### config.mk
export PLATFORM = sky130hd
export DESIGN_NAME = systolic_array_ctrl
export DESIGN_NICKNAME = d
export VERILOG_FILES = /design/src/rtl/systolic_array_ctrl.sv
export SDC_FILE = /design/constraint.sdc
export NUM_CORES = 1
export LEC_CHECK = 0
export CAP_MARGIN = 20
export CORE_UTILIZATION = 40
export CTS_CLUSTER_DIAMETER = 200
export CTS_CLUSTER_SIZE = 8
export DETAILED_ROUTE_END_ITERATION = 10
export GPL_TIMING_DRIVEN = 1
export PLACE_DENSITY = 0.64
export SLEW_MARGIN = 15
export SYNTH_ARGS = -nofsm -noshare
export SYNTH_HDL_FRONTEND = slang
export SYNTH_SLANG_ARGS = --single-unit
### constraint.sdc
create_clock -name clock -period 8.3 [get_ports clock]
set_clock_uncertainty 0.15 [all_clocks]
set_input_delay 1.66 -clock clock [delete_from_list [all_inputs] [get_ports clock]]
set_output_delay 1.66 -clock clock [all_outputs]
set_load 0.01 [all_outputs]
### src/rtl/systolic_array_ctrl.sv
// systolic_array_ctrl
// Sequencer for an N x N output-stationary MAC array. On start it clears the
// accumulators, runs a skewed feed of K operand pairs, drains the N result
// rows one per cycle through the carry chain and then pulses done.
//
// Ports
//   clock, reset_n       rising-edge clock, async active-low reset
//   start, k_len         begin an operation (sampled in IDLE), K length
//   abort                synchronous cancel, ignored in IDLE
//   busy, done           status: busy CLEAR..DRAIN, done one-cycle pulse
//   pe_clear, pe_load    broadcast PE clear / hold
//   pe_carry_enable[N]   per-row carry select
//   feed_step            compute-step index t
//   row_valid, col_valid per-row / per-column feeder valid masks
//   drain_valid          array output carries a result row
//   drain_row            index of the row on the array output
//   perf_cycles          busy-cycle counter, present only when
//                        SYSTOLIC_CTRL_PERF_EN is defined
//
// State table
//   state     | meaning
//   S_IDLE    | waiting for start; PEs hold
//   S_CLEAR   | one cycle, zero every accumulator
//   S_COMPUTE | K+2N-2 skewed feed steps, t = 0 .. K+2N-3
//   S_DRAIN   | N cycles, row drain_row carried to the array output
//   S_DONE    | one-cycle completion pulse
module systolic_array_ctrl #(
   parameter int N  = 4,
   parameter int KW = 8
) (
   input  logic                   clock,
   input  logic                   reset_n,
   input  logic                   start,
   input  logic [KW-1:0]          k_len,
   input  logic                   abort,
   output logic                   busy,
   output logic                   done,
   output logic                   pe_clear,
   output logic                   pe_load,
   output logic [N-1:0]           pe_carry_enable,
   output logic [KW+$clog2(N):0]  feed_step,
   output logic [N-1:0]           row_valid,
   output logic [N-1:0]           col_valid,
   output logic                   drain_valid,
   output logic [$clog2(N)-1:0]   drain_row
`ifdef SYSTOLIC_CTRL_PERF_EN
   ,
   output logic [31:0]            perf_cycles
`endif
);

   localparam int TW = KW + $clog2(N) + 1;
   localparam int LW = $clog2(N);
   localparam logic [TW-1:0] ONE          = TW'(1);
   localparam logic [TW-1:0] COMPUTE_TAIL = TW'(2*N - 3);
   localparam logic [TW-1:0] DRAIN_LAST   = TW'(N - 1);

   typedef enum logic [2:0] {
      S_IDLE,
      S_CLEAR,
      S_COMPUTE,
      S_DRAIN,
      S_DONE
   } state_t;

   state_t        state, state_n;
   logic [KW-1:0] k_reg, k_reg_n;
   logic [TW-1:0] step, step_n;
   logic [TW-1:0] remain, remain_n;
   logic [TW-1:0] k_ext_n;

   logic          busy_n, done_n, clear_n, load_n, dv_n;
   logic [N-1:0]  carry_n, rv_n;
   logic [TW-1:0] feed_n;
   logic [LW-1:0] drow_n;

   always_ff @(posedge clock or negedge reset_n) begin
      if (!reset_n) begin
         state  <= S_IDLE;
         k_reg  <= '0;
         step   <= '0;
         remain <= '0;
      end else begin
         state  <= state_n;
         k_reg  <= k_reg_n;
         step   <= step_n;
         remain <= remain_n;
      end
   end

   // remain is a down-counter of cycles left in the current phase; step is
   // the up-counting t (COMPUTE) or row index (DRAIN).
   always_comb begin
      state_n  = state;
      k_reg_n  = k_reg;
      step_n   = step;
      remain_n = remain;
      unique case (state)
         S_IDLE: begin
            if (start) begin
               state_n = S_CLEAR;
               k_reg_n = k_len;
            end
         end
         S_CLEAR: begin
            step_n = '0;
            if (k_reg != '0) begin
               state_n  = S_COMPUTE;
               remain_n = {{(TW-KW){1'b0}}, k_reg} + COMPUTE_TAIL;
            end else begin
               state_n  = S_DRAIN;
               remain_n = DRAIN_LAST;
            end
         end
         S_COMPUTE: begin
            if (remain == '0) begin
               state_n  = S_DRAIN;
               step_n   = '0;
               remain_n = DRAIN_LAST;
            end else begin
               step_n   = step + ONE;
               remain_n = remain - ONE;
            end
         end
         S_DRAIN: begin
            if (remain == '0) begin
               state_n = S_DONE;
            end else begin
               step_n   = step + ONE;
               remain_n = remain - ONE;
            end
         end
         S_DONE:  state_n = S_IDLE;
         default: state_n = S_IDLE;
      endcase
      if (abort && (state != S_IDLE)) begin
         state_n = S_IDLE;
      end
   end

   // Outputs are decoded from the next state so that the registered values
   // line up with the state they describe.
   assign k_ext_n = {{(TW-KW){1'b0}}, k_reg_n};

   always_comb begin
      busy_n  = 1'b0;
      done_n  = 1'b0;
      clear_n = 1'b0;
      load_n  = 1'b1;
      dv_n    = 1'b0;
      carry_n = '0;
      rv_n    = '0;
      feed_n  = '0;
      drow_n  = '0;
      unique case (state_n)
         S_CLEAR: begin
            busy_n  = 1'b1;
            clear_n = 1'b1;
         end
         S_COMPUTE: begin
            busy_n = 1'b1;
            load_n = 1'b0;
            feed_n = step_n;
            for (int i = 0; i < N; i++) begin
               rv_n[i] = (step_n >= TW'(i)) && (step_n < (TW'(i) + k_ext_n));
            end
         end
         S_DRAIN: begin
            busy_n = 1'b1;
            dv_n   = 1'b1;
            drow_n = step_n[LW-1:0];
            for (int i = 0; i < N; i++) begin
               carry_n[i] = (step_n[LW-1:0] != LW'(i));
            end
         end
         S_DONE:  done_n = 1'b1;
         default: ;
      endcase
   end

   // Square array: the column skew is identical to the row skew.
   always_ff @(posedge clock or negedge reset_n) begin
      if (!reset_n) begin
         busy            <= 1'b0;
         done            <= 1'b0;
         pe_clear        <= 1'b0;
         pe_load         <= 1'b1;
         pe_carry_enable <= '0;
         feed_step       <= '0;
         row_valid       <= '0;
         col_valid       <= '0;
         drain_valid     <= 1'b0;
         drain_row       <= '0;
      end else begin
         busy            <= busy_n;
         done            <= done_n;
         pe_clear        <= clear_n;
         pe_load         <= load_n;
         pe_carry_enable <= carry_n;
         feed_step       <= feed_n;
         row_valid       <= rv_n;
         col_valid       <= rv_n;
         drain_valid     <= dv_n;
         drain_row       <= drow_n;
      end
   end

`ifdef SYSTOLIC_CTRL_PERF_EN
   always_ff @(posedge clock or negedge reset_n) begin
      if (!reset_n) begin
         perf_cycles <= '0;
      end else if ((state == S_IDLE) && start) begin
         perf_cycles <= '0;
      end else if (busy) begin
         perf_cycles <= perf_cycles + 32'd1;
      end
   end
`endif

endmodule
==> results_dict.tcl <==
set metrics [dict create \
    status "finished clean" \
    slew_viol_final 0 \
    coreArea_mm2 0.00933 \
    path_max_fanout 10 \
    die_w_um 101 \
    cts.sink_count 59 \
    rsz0062_at_grt "no" \
    endpoint_kind "flop" \
    synth_ff_type "dfrtp_1" \
    synth.distinct_cells 65 \
    hold_viol_final 0 \
    grt_usage_pct 20.0 \
    min_path_cells 1 \
    areaGrowthSynthToFinish_pct 16.9 \
    ant_nets 0 \
    io_buffers 41 \
    clockBufferDepth 2 \
    period_share_pct 62.5 \
    grt_max_degree 60 \
    stdcell_area_mm2 0.00455 \
    relSlewSlack_pct 34.6 \
    hold_end "remain[10]$_DFFE_PN0P_" \
    syn_area_mm2 0.00389 \
    top_regs "feed_step: 11 flops, remain: 11 flops, step: 11 flops" \
    p_per_area_mw_per_mm2 322 \
    rr_startpoint "remain[0]$_DFFE_PN0P_" \
    drv_cap 0 \
    nFillCells 869 \
    r2r_slack_ps 3490 \
    antenna_cells 0 \
    worstSkewPairLatency_ps 330 \
    fin_tns_setup_ps 0 \
    grt_pass1_wl_um 15500 \
    worst_hold_slack_ps 350 \
    drtIter0Drc 140 \
    first_pass_iters 4 \
    dieArea_mm2 0.0101 \
    yosys_warnings 0 \
    dp.cells 569 \
    drc_errors 0 \
    wl_per_cell_um 15.9 \
    setup_viol 0 \
    final_util_pct 48.8 \
    dpl.hpwl_um 6970 \
    start_util_pct 41.7 \
    worstMarginPinSlew_ps 980 \
    seq_area_frac_synth_pct 38.0 \
    worstPathArrival_ps 5320 \
    r2r_cells 15 \
    cts.htree.levels 3 \
    final_cells 585 \
    root_buffer "clkbuf_8" \
    hold_path.class "reg -> reg" \
    hp-start "remain[10]$_DFFE_PN0P_" \
    cp.required_ps 8430 \
    start_kind "input port" \
    post_cts_resized 0 \
    p_leak_nw 2.05 \
    grt_pass1_vias 3098 \
    grt-ovfl-total 0 \
    rows 35 \
    cts_tree "built" \
    synthCells 415 \
    vias 3154 \
    synthArstFlopShare_pct 100 \
    peakVddDrop_mv 0.130 \
    antenna_found_initial 0 \
    num_io_pins 42 \
    cts_hold_buf 0 \
    syn_nets 464 \
    fmax_mhz 193 \
    crit_type "in -> reg" \
    drive_gt1_share_pct 8.99 \
    ys_ff_latch 59 \
    r2r-end "col_valid[0]$_DFF_PN0_" \
    clk_pin_slew_ps 70 \
    post_cts_buffers 0 \
    numCtsBuffers 9 \
    syn_avg_cell_area_um2 9.37 \
    die_y_um 101 \
    placed_area_mm2 0.00437 \
    drt-vias-per-instance 5.39 \
    gp_congestion 0.870 \
    fin_nets 500 \
    synth-edff-count 0 \
    finalWirelength_um 9300 \
    period_minus_slack_ps 5190 \
]
[routing by layer]
metal | global-route usage (%) | wire [µm] | part of all wire, % | up-vias
li1 | - | - | - | 1542
met1 | 26.6 | 4250 | 46 | 1511
met2 | 32.9 | 4440 | 48 | 83
met3 | 2.64 | 375 | 4.0 | 18
met4 | 8.36 | 231 | 2.5 | 0
met5 | 0 | 0 | 0 | -
[layout by cell type, fill, tap and decap left out, drive strengths merged, types with 5 or more instances in the layout]
cell,Yosys,layout
nor2,41,41
clkbuf,7,12
nand2,35,35
nor2b,9,9
a21oi,27,27
nand3,9,9
ha,37,37
dfrtp,58,58
mux2i,8,8
nor3,13,13
xnor2,21,21
clkdlybuf4s50,0,40
nand2b,6,6
nor4,5,5
o21ai,27,27
inv,29,29
[worst max-delay path by stage]
stage / depth (start not counted) / slack [ps] / startpoint / to
2_1_floorplan: 14 / 3660 / start / col_valid[3]$_DFF_PN0_
3_3_place_gp: 15 / 2860 / start / col_valid[3]$_DFF_PN0_
3_5_place_dp: 15 / 2810 / start / col_valid[3]$_DFF_PN0_
4_1_cts: 15 / 3120 / start / col_valid[3]$_DFF_PN0_
5_1_grt: 15 / 2780 / start / col_valid[3]$_DFF_PN0_
6_report: 15 / 3110 / start / col_valid[3]$_DFF_PN0_
[report_power, final]
part | leakage [nW] | switching (W) | total, W | internal, W
Clock | 0.0884 | 0.000113 | 0.000237 | 0.000124
Sequential | 0.778 | 0.0000852 | 0.000444 | 0.000359
Combinational | 1.19 | 0.000464 | 0.000784 | 0.000320
Total | 2.05 | 0.000662 | 0.00146 | 0.000803
[stage by stage]
step | total power [W] | setup WS (ps)
floorplan | 0.00101 | 3660
global placement | 0.00121 | 2860
detailed placement | 0.00122 | 2810
CTS | 0.00147 | 3120
global route | 0.00159 | 2780
finish | 0.00146 | 3110
[worst max-delay path, cell delays in order]
cell	delay, ps
clkdlybuf4s50_1	490
nor4b_2	210
buf_4	250
mux2i_1	540
inv_1	220
ha_1	320
a21oi_1	270
xnor2_1	110
ha_1	320
nand3_1	80
a21oi_1	40
a2111oi_1	390
o21ai_1	100
o2111ai_1	100
and4b_1	210
[synth_stat cells, drive strengths merged (5+ instances only)]
| cell type | n | area, µm² |
|---|---|---|
| dfrtp | 58 | 1450 |
| nor2 | 41 | 161 |
| ha | 37 | 463 |
| nand2 | 35 | 131 |
| inv | 29 | 109 |
| a21oi | 27 | 135 |
| o21ai | 27 | 150 |
| xnor2 | 21 | 184 |
| nor3 | 13 | 70.1 |
| buf | 11 | 83.8 |
| nand3 | 9 | 57.6 |
| nor2b | 9 | 56.3 |
| mux2i | 8 | 80.1 |
| clkbuf | 7 | 26.3 |
| nand2b | 6 | 37.5 |
| nor4 | 5 | 37.5 |
[area by class of cell]
| class | instances | area (µm²) | area share, % |
|---|---|---|---|
| clock buffer | 12 | 155 | 3.41 |
| tap | 129 | 161 | 3.55 |
| clock inverter | 4 | 25.0 | 0.550 |
| multi-input combinational | 309 | 2200 | 48.4 |
| timing repair buffer | 43 | 420 | 9.24 |
| sequential | 59 | 1480 | 32.5 |
| inverter | 29 | 109 | 2.39 |
[logic make-up after synthesis]
family | synth area share (%)
muxes | 2.64
buffers and inverters | 5.63
xor gates and xnor gates | 5.63
adders and majority gates | 12.2
DFF | 38.0
AOI/OAI and AO/OA | 17.6
and+or+nand+nor | 18.4
Note: power is estimated with default switching activity, not from simulation.
